## src/rtl/ervp_led_pattern_decoder.sv

```systemverilog
// Receive side of the status-LED blink protocol: samples one LED line on the
// 62.5 ms tick and classifies it as DARK, RUNNING (symmetric blink) or FINISHED.
module ervp_led_pattern_decoder #(
    parameter int HALF_PERIOD  = 8,
    parameter int TOLERANCE    = 1,
    parameter int STEADY_TICKS = 24,
    parameter int DARK_TICKS   = 24,
    parameter int BW_RUN       = 6
) (
    input  logic              clk,
    input  logic              rst,
    input  logic              tick_62d5ms,
    input  logic              led_in,
    output logic [1:0]        status,
    output logic              status_valid,
    output logic              finished_pulse,
    output logic              period_error,
    output logic [BW_RUN-1:0] run_len
);

    typedef enum logic [1:0] {
        ST_UNKNOWN  = 2'd0,
        ST_DARK     = 2'd1,
        ST_RUNNING  = 2'd2,
        ST_FINISHED = 2'd3
    } state_t;

    localparam logic [BW_RUN:0]   HP_LO    = (BW_RUN+1)'(HALF_PERIOD - TOLERANCE);
    localparam logic [BW_RUN:0]   HP_HI    = (BW_RUN+1)'(HALF_PERIOD + TOLERANCE);
    localparam logic [BW_RUN:0]   STEADY_W = (BW_RUN+1)'(STEADY_TICKS);
    localparam logic [BW_RUN:0]   DARK_W   = (BW_RUN+1)'(DARK_TICKS);
    localparam logic [BW_RUN-1:0] RUN_MAX  = '1;

    logic [1:0]        sync_q;
    logic              prev_lvl_q, prev_lvl_d;
    logic [BW_RUN-1:0] run_len_q, run_len_d;
    logic              run_from_edge_q, run_from_edge_d;
    logic [1:0]        ok_cnt_q, ok_cnt_d;
    state_t            state_q, state_d;
    logic              status_valid_q, status_valid_d;
    logic              fin_pulse_q, fin_pulse_d;
    logic              perr_q, perr_d;

    logic              lvl;
    logic              lvl_edge;
    logic [BW_RUN:0]   run_ext;
    logic [BW_RUN:0]   run_inc;
    logic              in_tol;
    logic              valid_half;
    logic              invalid_half;
    logic [1:0]        ok_inc;

    assign lvl          = sync_q[1];
    assign lvl_edge     = (lvl != prev_lvl_q);
    assign run_ext      = {1'b0, run_len_q};
    assign run_inc      = run_ext + 1'b1;
    // A saturated run (L = max) is always outside tolerance, so it can never validate.
    assign in_tol       = (run_ext >= HP_LO) && (run_ext <= HP_HI);
    assign valid_half   = lvl_edge && run_from_edge_q && in_tol;
    assign invalid_half = lvl_edge && run_from_edge_q && !in_tol;
    assign ok_inc       = (ok_cnt_q == 2'd3) ? 2'd3 : ok_cnt_q + 2'd1;

    always_comb begin
        state_d         = state_q;
        prev_lvl_d      = prev_lvl_q;
        run_len_d       = run_len_q;
        run_from_edge_d = run_from_edge_q;
        ok_cnt_d        = ok_cnt_q;
        fin_pulse_d     = 1'b0;
        perr_d          = 1'b0;

        if (tick_62d5ms) begin
            if (lvl_edge) begin
                run_len_d       = {{(BW_RUN-1){1'b0}}, 1'b1};
                prev_lvl_d      = lvl;
                run_from_edge_d = 1'b1;
                if (valid_half) begin
                    ok_cnt_d = ok_inc;
                end else if (invalid_half) begin
                    ok_cnt_d = 2'd0;
                end
            end else if (run_len_q != RUN_MAX) begin
                run_len_d = run_len_q + 1'b1;
            end

            // Classification, highest priority first.
            if (invalid_half) begin
                perr_d = 1'b1;
                if (state_q == ST_RUNNING || state_q == ST_FINISHED) begin
                    state_d = ST_UNKNOWN;
                end
            end else if (lvl_edge && state_q == ST_FINISHED) begin
                perr_d  = 1'b1;
                state_d = ST_UNKNOWN;
            end else if (valid_half && ok_inc >= 2'd2) begin
                state_d = ST_RUNNING;
            end else if (!lvl_edge && lvl && run_inc >= STEADY_W) begin
                if (state_q != ST_FINISHED) begin
                    state_d     = ST_FINISHED;
                    fin_pulse_d = 1'b1;
                    ok_cnt_d    = 2'd0;
                end
            end else if (!lvl_edge && !lvl && run_inc >= DARK_W) begin
                if (state_q != ST_DARK) begin
                    state_d  = ST_DARK;
                    ok_cnt_d = 2'd0;
                    perr_d   = (state_q == ST_RUNNING);
                end
            end
        end

        status_valid_d = (state_d != ST_UNKNOWN);
    end

    always_ff @(posedge clk) begin
        if (rst) begin
            sync_q          <= 2'b00;
            prev_lvl_q      <= 1'b0;
            run_len_q       <= '0;
            run_from_edge_q <= 1'b0;
            ok_cnt_q        <= 2'd0;
            state_q         <= ST_UNKNOWN;
            status_valid_q  <= 1'b0;
            fin_pulse_q     <= 1'b0;
            perr_q          <= 1'b0;
        end else begin
            sync_q          <= {sync_q[0], led_in};
            prev_lvl_q      <= prev_lvl_d;
            run_len_q       <= run_len_d;
            run_from_edge_q <= run_from_edge_d;
            ok_cnt_q        <= ok_cnt_d;
            state_q         <= state_d;
            status_valid_q  <= status_valid_d;
            fin_pulse_q     <= fin_pulse_d;
            perr_q          <= perr_d;
        end
    end

    assign status         = state_q;
    assign status_valid   = status_valid_q;
    assign finished_pulse = fin_pulse_q;
    assign period_error   = perr_q;
    assign run_len        = run_len_q;

endmodule
```

## config.mk

```make
export PLATFORM = sky130hd
export DESIGN_NAME = ervp_led_pattern_decoder
export DESIGN_NICKNAME = d
export VERILOG_FILES = /design/src/rtl/ervp_led_pattern_decoder.sv
export SDC_FILE = /design/constraint.sdc
export NUM_CORES = 1
export LEC_CHECK = 0
export BUFFER_PORTS_ARGS = -buffer_cell sky130_fd_sc_hd__buf_2
export CORE_ASPECT_RATIO = 0.75
export CORE_UTILIZATION = 40
export DETAILED_ROUTE_END_ITERATION = 16
export PLACE_DENSITY = 0.59
export SLEW_MARGIN = 25
export SYNTH_ARGS = -nofsm -noshare
export SYNTH_HDL_FRONTEND = slang
export SYNTH_SLANG_ARGS = --single-unit
```

## constraint.sdc

```tcl
create_clock -name clk -period 5.1 [get_ports clk]
set_clock_uncertainty 0.2 [all_clocks]
set_input_delay 0 -clock clk [delete_from_list [all_inputs] [get_ports clk]]
set_output_delay 0 -clock clk [all_outputs]
set_load 0.05 [all_outputs]
```

# Word level (Yosys, flattened, before mapping)
# Index checks and enable logic that the tools add are counted.
word_totals:
  reg_bits: 17
  input_bits: 4
  out_inout_bits: 11
op_classes:
  order_cmp: 4
  n_mux: 29
  bitwise_logic: 2
  n_eq_ne: 7
  addsub: 3
  n_reduce_logical: 20
op_table:
  columns: ["cell", "n"]
  rows:
  - ["$mux W2", 20]
  - ["$mux W6", 2]
  - ["$logic_and A1 B1 Y1", 10]
  - ["$add A6 B1 Y7 const B", 1]
  - ["$ge A7 B5 Y1 const B", 1]
  - ["$mux W1", 7]
  - ["$add A6 B1 Y6 const B", 1]
  - ["$eq A2 B2 Y1 const B", 3]
  - ["$ge A6 B3 Y1 const B", 1]
  - ["$le A6 B4 Y1 const B", 1]
  - ["$ne A6 B6 Y1 const B", 1]
  - ["$reduce_or A6 Y1", 1]
  - ["$reduce_and A2 Y1", 2]
  - ["$reduce_bool A2 Y1", 2]
  - ["$logic_not A1 Y1", 3]
  - ["$add A2 B1 Y2 const B", 1]
  - ["$ge A2 B2 Y1 const B", 1]
  - ["$ne A2 B1 Y1 const B", 1]
  - ["$ne A2 B2 Y1 const B", 1]
  - ["$not A1 Y1", 2]
  - ["$reduce_or A2 Y1", 1]
  - ["$logic_or A1 B1 Y1", 1]
  - ["$ne A1 B1 Y1", 1]

# Longest topological paths before layout
# Gate-level depths: netlist (run 1).
logic_depth:
  depth_word: 13
  depth_mapped: 8
  ltp_nobuf: 7

# Least setup slack after synthesis (run 1)
# OpenSTA, ideal clock, no wires.
synth_timing:
  kind: "flip-flop to flip-flop"
  start: "register run_len_q[0], in the netlist run_len[0]"
  end: "register ok_cnt_q[0]"
  t_required_ns: 4.783
  arrival_time_ns: 2.248
  path_stages_with_launch: 8
  path_buffers: 1
  setup_slack_ns: 2.535
  setup_time_ns: 0.117
  path_cell_list: "dfxtp_1 > ha_1 > buf_2 > and3b_1 > o221ai_1 > a21bo_1 > or3_4 > a32o_1"
synth_between:
  elab_chain_len: 13
  word_cells_on_any_way: 21
  classes_between: "add/sub (1); order compare (3); mux (10); reduce/logical (7)"
synth_lines:
  columns: ["item", "line_no", "text"]
  rows:
  - ["start: declaration", "36", "logic [BW_RUN-1:0] run_len_q, run_len_d;"]
  - ["start signal: assignment", "129", "run_len_q <= run_len_d;"]
  - ["parallel branches: the longest is 12 deep, another holds $add A6 B1 Y7", null, null]
  - ["$mux W2 *", "87", "if (invalid_half) begin"]
  - ["end signal: assignment", "131", "ok_cnt_q <= ok_cnt_d;"]
  - ["end: declaration", "38", "logic [1:0] ok_cnt_q, ok_cnt_d;"]
# Every way passes the cells marked *.
# A chain may end at the register's enable or synchronous reset.

# Worst setup path in the final report (run 1)
layout_timing:
  start: "register run_len_q[0], in the netlist run_len[0]"
  end: "register status_valid_q, in the netlist status_valid"
layout_between:
  elab_chain_len: 10
  word_cells_on_any_way: 18
  classes_between: "add/sub (1); order compare (3); mux (6); reduce/logical (8)"
layout_lines:
  columns: ["item", "line_no", "text"]
  rows:
  - ["$add A6 B1 Y7", "56", "assign run_inc = run_ext + 1'b1;"]
  - ["$ge A7 B5 Y1", "97, 103", null]
  - ["$logic_and A1 B1 Y1", "103", "end else if (!lvl_edge && !lvl && run_inc >= DARK_W) begin"]
  - ["$mux W2", "103", null]
  - ["$mux W2", "97", "end else if (!lvl_edge && lvl && run_inc >= STEADY_W) begin"]
  - ["$mux W2", "95", "end else if (valid_half && ok_inc >= 2'd2) begin"]
  - ["$mux W2", "92", "end else if (lvl_edge && state_q == ST_FINISHED) begin"]
  - ["$mux W2 *", "87", null]
  - ["$mux W2 *", "72", "if (tick_62d5ms) begin"]
  - ["$reduce_bool A2 Y1 *", "112", "status_valid_d = (state_d != ST_UNKNOWN);"]
  - ["end signal: assignment", "133", "status_valid_q <= status_valid_d;"]
  - ["end: declaration", "40", "logic status_valid_q, status_valid_d;"]
# Mark *: on every way between the ends. The rest lies on a longest branch, timed or not.

==> results of run 1 <==
==> sequential cells by signal, indices dropped and copies added (netlist names) <==
register         cells
prev_lvl_q           1
period_error         1
ok_cnt_q             2
status               2
sync_q               2
finished_pulse       1
run_from_edge_q      1
run_len              6
status_valid         1
==> final timing paths <==
kind	slack, ns	end	start
worst max register to register	2.71	status_valid	run_len[0]
worst min-delay path	0.25	sync_q[1]	sync_q[0]
worst min register to register	0.25	sync_q[1]	sync_q[0]
worst max-delay path	2.71	status_valid	run_len[0]
==> per-stage QoR <==
| stage | hold WS (ns) | instances |
|---|---|---|
| 2_1_floorplan | -0.07182 | 123 |
| 3_3_place_gp | 0.01610 | 164 |
| 3_5_place_dp | 0.01846 | 164 |
| 4_1_cts | 0.2516 | 173 |
| 5_1_grt | 0.2573 | 173 |
| 6_report | 0.2450 | 173 |
==> per-layer routing <==
metal / track usage (%) / vias to the layer above / share of wire [%]
met5: 0 / - / 0
met4: 2.791 / 0 / 0.67
met3: 5.966 / 2 / 4.9
met2: 24.84 / 30 / 40
met1: 27.38 / 440 / 54
li1: - / 486 / -
==> power groups by stage <==
stage	sequential (mW)	combinational, mW	clock, mW
6_report	0.138	0.0271	0.0726
5_1_grt	0.139	0.0296	0.0842
4_1_cts	0.138	0.0270	0.0755
3_5_place_dp	0.141	0.0241	0
3_3_place_gp	0.141	0.0241	0
2_1_floorplan	0.145	0.0142	0
==> synthesized netlist by cell type (2+ instances only) <==
library cell / n / area (µm²)
dfxtp_1: 17 / 340.3
and2_1: 4 / 25.02
inv_1: 9 / 33.78
a31oi_1: 5 / 31.28
a21boi_0: 2 / 15.01
a41oi_1: 3 / 26.28
a41o_1: 3 / 30.03
nor2b_1: 2 / 12.51
o21ai_0: 3 / 15.01
nand3_1: 3 / 15.01
nor2_1: 12 / 45.04
nand3b_1: 2 / 15.01
a211oi_1: 5 / 37.54
nand2_1: 10 / 37.54
a21oi_1: 6 / 30.03
clkbuf_1: 5 / 18.77
ha_1: 5 / 62.56
a21o_1: 2 / 15.01
==> layout make-up <==
cell class              instances  area (µm²)  area share [%]
well taps                      34       42.54           3.632
clock buffers                   4       26.28           2.244
repair buffers                 19       120.1           10.26
inverters                       9       33.78           2.885
flip-flops and latches         17       340.3           29.06
multi-input cells              90       608.1           51.92
==> what timing repair did <==
item | in CTS | in global routing
hold buffers | 5 | 0
gates resized for setup | 0 | 0
setup buffers | 0 | 0
hold endpoints to repair | 13 | 0
==> cell families after synthesis <==
| kind of cell | count (synthesis) |
|---|---|
| flops | 17 |
| simple gates | 43 |
| fa+ha+maj | 5 |
| compound gates | 42 |
| buf+inv | 16 |
==> critical path: stages (launching register included) <==
cell	delay [ns]
dfxtp_1	0.46
inv_1	0.10
ha_1	0.20
o21ai_0	0.19
o21ai_1	0.17
and2_1	0.21
o311ai_0	0.53
a311o_1	0.27
==> flow_summary_export.csv, run 1 <==
group,metric,value,unit
placement,hpwlAfterDp,1595,µm
hold_path,min_path_type,"reg2reg",
power,peakVddDrop,0.1575,mV
route,drtIter0Drc,39,
route,route.detailed.drc,0,
route,via_per_inst,5.538,
power,pwr-share-comb,11.4,%
logic_synthesis,synthesis.nets,132,
sta,setup_ws,2.711,ns
route,num_vias,958,
worst_setup_path,worstPathRequired,5.13,ns
layout,syn2layout_area_growth,15.13,%
logic_synthesis,synth-simple-area-share,22.76,%
floorplan,num_io_pins,15,
layout,finish.utilization,49.92,%
global_route,grtUsageTotal,18.08,%
layout,layout_commonest_cell,"dfxtp_1",
clock_network,clock_path_buffers,2,
global_route,grt_antenna_before_repair,0,
logic_synthesis,yosysWarnings,0,
logic_synthesis,synthMuxAreaShare,0,%
power,swShare,26.31,%
logic_synthesis,netlist_area,0.001017,mm²
sta,finalCritPeriodShare,46.85,%
route,antenna_left,0,
logic_synthesis,seq_area_frac_synth,33.46,%
layout,stdcell_area,0.001171,mm²
clock_network,cts_root_buf,"clkbuf_4",
floorplan,die_h,45.68,µm
clock_network,clk_pin_slew,0.09,ns
sta,rsz0062_at_grt,"false",
global_route,grt_max_degree,19,
power,seqPwrFrac,58.1,%
layout,fin_nets,149,
placement,place_area,0.001095,mm²
power,power.switching,0.06260,mW
worst_setup_path,critPathMaxFanout,8,
global_route,grt_overflow,0,
sta,max_slew_margin,61.70,%
logic_synthesis,synth-compound-area-share,30.87,%
floorplan,rows,15,
sta,max_clock_freq,0.4185,GHz
clock_network,clock_sinks,17,
power,internal-power,0.1754,mW
worst_setup_path,worstSetupEndpointType,"register",
power,finalPower,0.2380,mW
run_status,status,"finished clean",
power,clockPowerShare,30.5,%
worst_setup_path,reg2reg_depth,7,
placement,place_worst_setup_slack,2.775,ns
floorplan,start_util,43.36,%
worst_setup_path,arrival,2.42,ns
sta,finalMaxSlewViolations,0,
worst_setup_path,path_class,"reg2reg",
logic_synthesis,synthAdderAreaFrac,6.150,%
placement,placement.io_buffers,14,
clock_network,cts.htree.levels,1,
route,wl,2230,µm
floorplan,die_x,60.23,µm
sta,setup_viol,0,
sta,min_period,2.389,ns
logic_synthesis,synth_edf_count,0,
hold_path,holdPathStages,1,
clock_network,insertion_delay,0.29,ns
global_route,grt_pass1_wl,3622,µm
sta,final_hold_viol_count,0,
route,drt_pass1_iterations,4,
job,maxCapViolations,0,
logic_synthesis,syn_avg_cell_area,8.270,µm²
logic_synthesis,synthCells,123,
logic_synthesis,synth_cell_types,43,
layout,fillCellCount,232,
clock_network,cts_tree,"built",
power,leakagePower,0.4880,nW
power,powerDensity,203.2,mW/mm²
layout,layout_common_cells,"17 x dfxtp_1, 14 x buf_2, 12 x nor2_1",
global_route,grt_pass1_vias,739,
floorplan,core,0.002346,mm²
floorplan,dieArea,0.002751,mm²
layout,drive_above_1_share,15.11,%
placement,gp_congestion,0.8730,
logic_synthesis,async_flop_share,0,%
logic_synthesis,synth_top_family_by_area,"compound AO/OA/AOI/OAI gates",
layout,n_antenna_cell,0,
sta,tightest_slew,0.5674,ns
logic_synthesis,synth_seq_cells,17,
route,wl_per_cell,12.89,µm
worst_setup_path,cp-start-kind,"register",
logic_synthesis,synthXorXnorAreaFrac,0,%
clock_network,cts_made_buffers,3,
sta,fin_tns_setup,0,ns
logic_synthesis,ys.flop_type,"dfxtp_1",
Note: power is estimated with default switching activity, not from simulation.
==> run 2, diff against run 1 <==
==> constraint.sdc (replaced) <==
create_clock -name clk -period 2.4 [get_ports clk]
set_clock_uncertainty 0.2 [all_clocks]
set_input_delay 0 -clock clk [delete_from_list [all_inputs] [get_ports clk]]
set_output_delay 0 -clock clk [all_outputs]
set_load 0.05 [all_outputs]
==> run 2 against run 1 <==
Clock power up 110%; global-route usage is 0.24 points higher; sequential cell count did not move; sequential power grew 110%; cell area is 0.85% higher.
==> flow_summary_export.csv, run 2 (synthesis results as in run 1) <==
group,metric,value,unit
global_route,grtUsageTotal,18.33,%
clock_network,clk_pin_slew,0.09,ns
layout,layout_commonest_cell,"dfxtp_1",
route,antenna_left,0,
hold_path,holdPathStages,1,
sta,hold_slack,0.2577,ns
sta,final_hold_viol_count,0,
clock_network,clock_path_buffers,2,
route,wl_per_cell,12.88,µm
hold_path,min_path_type,"reg2reg",
sta,finalCritPeriodShare,93.99,%
route,drtIter0Drc,61,
worst_setup_path,reg2reg_depth,7,
power,finalPower,0.5022,mW
clock_network,cts.htree.levels,1,
clock_network,cts_root_buf,"clkbuf_4",
global_route,grt_max_degree,19,
power,leakagePower,0.4903,nW
layout,largest_reg_flops,6,
worst_setup_path,path_cells,"inv_1 -> ha_1 -> o21ai_0 -> o21ai_1 -> and2_1 -> o311ai_0 -> a311o_1",
clock_network,cts_made_buffers,3,
layout,layout_common_cells,"15 x dfxtp_1, 14 x buf_2, 12 x nor2_1",
sta,min_period,2.256,ns
global_route,grt_pass1_wl,3712,µm
job,maxCapViolations,0,
power,peakVddDrop,0.2842,mV
floorplan,start_util,43.36,%
layout,drive_above_1_share,18.57,%
worst_setup_path,slowest_delay,0.49,ns
global_route,grt_overflow,0,
global_route,grt_antenna_before_repair,0,
floorplan,dieArea,0.002751,mm²
worst_setup_path,critPathMaxFanout,8,
sta,fin_tns_setup,0,ns
global_route,grt_pass1_vias,770,
worst_setup_path,critical_path_depth,7,
floorplan,num_io_pins,15,
route,via_per_inst,5.632,
power,internal-power,0.3733,mW
route,num_vias,980,
worst_setup_path,cp_top_family,"compound AO/OA/AOI/OAI gates",
power,power.switching,0.1289,mW
floorplan,rows,15,
layout,n_antenna_cell,0,
worst_setup_path,arrival,2.29,ns
sta,setup_viol,0,
worst_setup_path,path_class,"reg2reg",
clock_network,cts_tree,"built",
sta,max_slew_margin,66.24,%
power,swShare,25.67,%
sta,rsz0062_at_grt,"false",
placement,gp_congestion,0.8282,
floorplan,core,0.002346,mm²
worst_setup_path,worstPathRequired,2.43,ns
run_status,status,"finished clean",
sta,tightest_slew,0.5000,ns
sta,max_clock_freq,0.4433,GHz
clock_network,clock_sinks,17,
layout,syn2layout_area_growth,16.11,%
clock_network,post-cts-setup-buffers,0,
power,seqPwrFrac,58.6,%
power,powerDensity,425.2,mW/mm²
floorplan,die_h,45.68,µm
route,drt_pass1_iterations,4,
layout,fin_nets,150,
route,wl,2241,µm
worst_setup_path,worst-path-buf-inv,1,
power,pwr-share-comb,11.5,%
worst_setup_path,cp-start-kind,"register",
placement,hpwlAfterDp,1631,µm
power,clockPowerShare,29.9,%
clock_network,insertion_delay,0.28,ns
route,route.detailed.drc,0,
floorplan,die_x,60.23,µm
worst_setup_path,worstSetupEndpointType,"register",
placement,placement.io_buffers,14,
sta,finalMaxSlewViolations,0,
layout,fillCellCount,239,
worst_setup_path,worst_path_max_delay_cell,"o311ai_0",
run 2: path summary, 6_finish.rpt:
check | startpoint | endpoint | slack [ns]
worst max-delay path | run_len[0] | status_valid | 0.14
worst min-delay path | sync_q[0] | sync_q[1] | 0.26
worst max register to register | run_len[0] | status_valid | 0.14
worst min register to register | sync_q[0] | sync_q[1] | 0.26
run 2: metal layers:
metal  vias to the layer above  GRT usage, %  routed length, µm
met3                         2         5.114                 94
li1                        490             -                  -
met2                        14         25.05                956
met5                         -             0                  0
met1                       474         27.90               1179
met4                         0         4.186                 10
run 2: final cells by class:
| class | instances | area (µm²) | area share (%) |
|---|---|---|---|
| Multi-Input combinational cell | 90 | 610.6 | 51.70 |
| Sequential cell | 17 | 342.8 | 29.03 |
| Timing Repair Buffer | 20 | 125.1 | 10.59 |
| Tap cell | 34 | 42.54 | 3.602 |
| Inverter | 9 | 33.78 | 2.860 |
| Clock buffer | 4 | 26.28 | 2.225 |
run 2: power groups by stage:
stage	combinational, mW	sequential [mW]	clock (mW)
after global routing	0.0636	0.296	0.176
final	0.0578	0.294	0.150
after floorplan	0.0301	0.309	0
after detailed placement	0.0525	0.301	0
after CTS	0.0578	0.294	0.158
after global placement	0.0523	0.300	0
run 2: what timing repair did:
item / CTS / global route
endpoints found under the setup margin: 0 / 4
resized for setup: 0 / 1
hold endpoints to repair: 11 / 0
hold buffers: 4 / 0
run 2: worst register-to-register path, cell delays in order (launching register included):
cell and delay [ns]:
dfxtp_2 0.40, inv_1 0.07, ha_1 0.19, o21ai_0 0.21
o21ai_1 0.18, and2_1 0.22, o311ai_0 0.49, a311o_1 0.25
run 2: metrics by stage:
stage | utilization (%) | cell area (µm²) | std cells | setup slack, ns
3_5_place_dp | 47.41 | 1112 | 166 | 0.1630
6_report | 50.35 | 1181 | 174 | 0.1443
5_1_grt | 50.35 | 1181 | 174 | 0.01685
4_1_cts | 50.24 | 1179 | 174 | 0.1471
3_3_place_gp | 47.41 | 1112 | 166 | 0.1909
2_1_floorplan | - | 1020 | 123 | 0.06057
==> run 3, diff against run 2 <==
--- a/config.mk
+++ b/config.mk
@@ -5,11 +5,12 @@
 export SDC_FILE = /design/constraint.sdc
 export NUM_CORES = 1
 export LEC_CHECK = 0
-export BUFFER_PORTS_ARGS = -buffer_cell sky130_fd_sc_hd__buf_2
+export BUFFER_PORTS_ARGS = -buffer_cell sky130_fd_sc_hd__buf_4
 export CORE_ASPECT_RATIO = 0.75
 export CORE_UTILIZATION = 40
 export DETAILED_ROUTE_END_ITERATION = 16
 export PLACE_DENSITY = 0.59
+export SKIP_LAST_GASP = 1
 export SLEW_MARGIN = 25
 export SYNTH_ARGS = -nofsm -noshare
 export SYNTH_HDL_FRONTEND = slang
==> run 3 against run 2 <==
Register-to-register slack better by 0.04 ns; combinational power up 4.5%; clock power about the same; via count up 2.3%; count of clock-buffer cells in the layout unchanged; sequential power about the same; sequential share of layout area down 1.0 points; critical path type unchanged; critical endpoint is now ok_cnt_q[0].
==> flow_summary_export.csv, run 3 (synthesis results as in run 1) <==
group,metric,value,unit
power,powerDensity,413.0,mW/mm²
layout,stdcell_count,174,
floorplan,start_util,43.36,%
sta,max_slew_margin,69.85,%
placement,hpwlAfterDp,1677,µm
clock_network,cts_root_buf,"clkbuf_4",
power,peakVddDrop,0.1653,mV
placement,gp_congestion,0.9205,
sta,final_hold_viol_count,0,
route,antenna_left,0,
layout,syn2layout_area_growth,20.29,%
layout,largest_reg_flops,6,
global_route,grt_max_degree,19,
sta,rsz0062_at_grt,"false",
sta,finalMaxSlewViolations,0,
route,drt_pass1_iterations,4,
global_route,grtUsageTotal,18.87,%
sta,max_clock_freq,0.4511,GHz
clock_network,cts.htree.levels,1,
sta,setup_viol,0,
placement,place_worst_setup_slack,0.1037,ns
route,num_vias,1003,
sta,setup_ws,0.1832,ns
layout,drive_above_1_share,19.29,%
worst_setup_path,arrival,2.21,ns
route,via_per_inst,5.764,
layout,layout_commonest_cell,"buf_4",
worst_setup_path,critPathMaxFanout,9,
route,wl,2305,µm
worst_setup_path,worstSetupEndpointType,"register",
run_status,status,"finished clean",
floorplan,rows,15,
sta,finalCritPeriodShare,92.37,%
clock_network,clock_path_buffers,2,
layout,layout_common_cells,"16 x buf_4, 15 x dfxtp_1, 12 x nor2_1",
clock_network,clock_sinks,17,
layout,n_antenna_cell,0,
placement,placedCellCount,166,
global_route,grt_pass1_vias,855,
global_route,grt_antenna_before_repair,0,
worst_setup_path,path_class,"reg2reg",
layout,fin_nets,150,
placement,placement.io_buffers,14,
clock_network,insertion_delay,0.29,ns
floorplan,die_h,45.68,µm
worst_setup_path,cp-start-kind,"register",
floorplan,core,0.002346,mm²
clock_network,clk_pin_slew,0.09,ns
sta,fin_tns_setup,0,ns
power,finalPower,0.5054,mW
layout,fillCellCount,231,
floorplan,num_io_pins,15,
route,wl_per_cell,13.25,µm
floorplan,dieArea,0.002751,mm²
floorplan,die_x,60.23,µm
sta,tightest_slew,0.4466,ns
global_route,grt_overflow,0,
worst_setup_path,worstPathRequired,2.39,ns
hold_path,min_path_type,"reg2reg",
clock_network,cts_made_buffers,3,
global_route,grt_pass1_wl,3788,µm
job,maxCapViolations,0,
clock_network,cts_tree,"built",
route,route.detailed.drc,0,
route,drtIter0Drc,56,
power,leakagePower,0.4983,nW
sta,min_period,2.217,ns
run 3: cell counts in the layout (fill, tap and decap cells not counted):
No cell type changed its count.
run 3: final timing paths:
path / start / end / slack, ns / depth (start not counted)
worst max-delay path: run_len[0] / ok_cnt_q[0] / 0.18 / 6
worst min-delay path: sync_q[0] / sync_q[1] / 0.26 / 1
worst max register to register: run_len[0] / ok_cnt_q[0] / 0.18 / 6
worst min register to register: sync_q[0] / sync_q[1] / 0.26 / 1
run 3: through the flow:
step / cell area, µm² / utilization, % / hold slack [ns]
after floorplan: 1020 / - / -0.07182
after global placement: 1147 / 48.91 / 0.01638
after detailed placement: 1147 / 48.91 / 0.02976
after CTS: 1214 / 51.73 / 0.2649
after global routing: 1224 / 52.16 / 0.2725
final: 1224 / 52.16 / 0.2601
run 3: critical path, stage by stage (launching register included):
cell      delay [ns]
dfxtp_2         0.40
ha_2            0.29
and3b_1         0.18
o221ai_1        0.16
a21bo_1         0.25
or3_4           0.39
a32o_1          0.26
run 3: final cells by class:
class	instances	area (µm²)	area share [%]
Clock buffer	4	26.28	2.147
Timing Repair Buffer	20	160.2	13.09
Inverter	9	33.78	2.761
Sequential cell	17	342.8	28.02
Multi-Input combinational cell	90	618.1	50.51
Tap cell	34	42.54	3.476
run 3: repair_timing:
| action | 4_1_cts | 5_1_grt |
|---|---|---|
| hold buffers | 4 | 0 |
| endpoints found under the setup margin | 0 | 4 |
| buffers inserted | 0 | 0 |
| hold endpoints to repair | 16 | 0 |
| resized for setup | 0 | 2 |
run 3: where the power goes:
part	internal (mW)	switching [mW]
Clock	0.0647	0.0857
Combinational	0.0241	0.0363
Sequential	0.288	0.00703
Total	0.376	0.129
run 3: metal layers:
| layer | track usage [%] | up-vias | wire length (µm) |
|---|---|---|---|
| met2 | 29.01 | 32 | 1033 |
| met5 | 0 | - | 0 |
| met3 | 6.534 | 2 | 144 |
| met1 | 25.13 | 478 | 1110 |
| met4 | 5.116 | 0 | 15 |
| li1 | - | 491 | - |
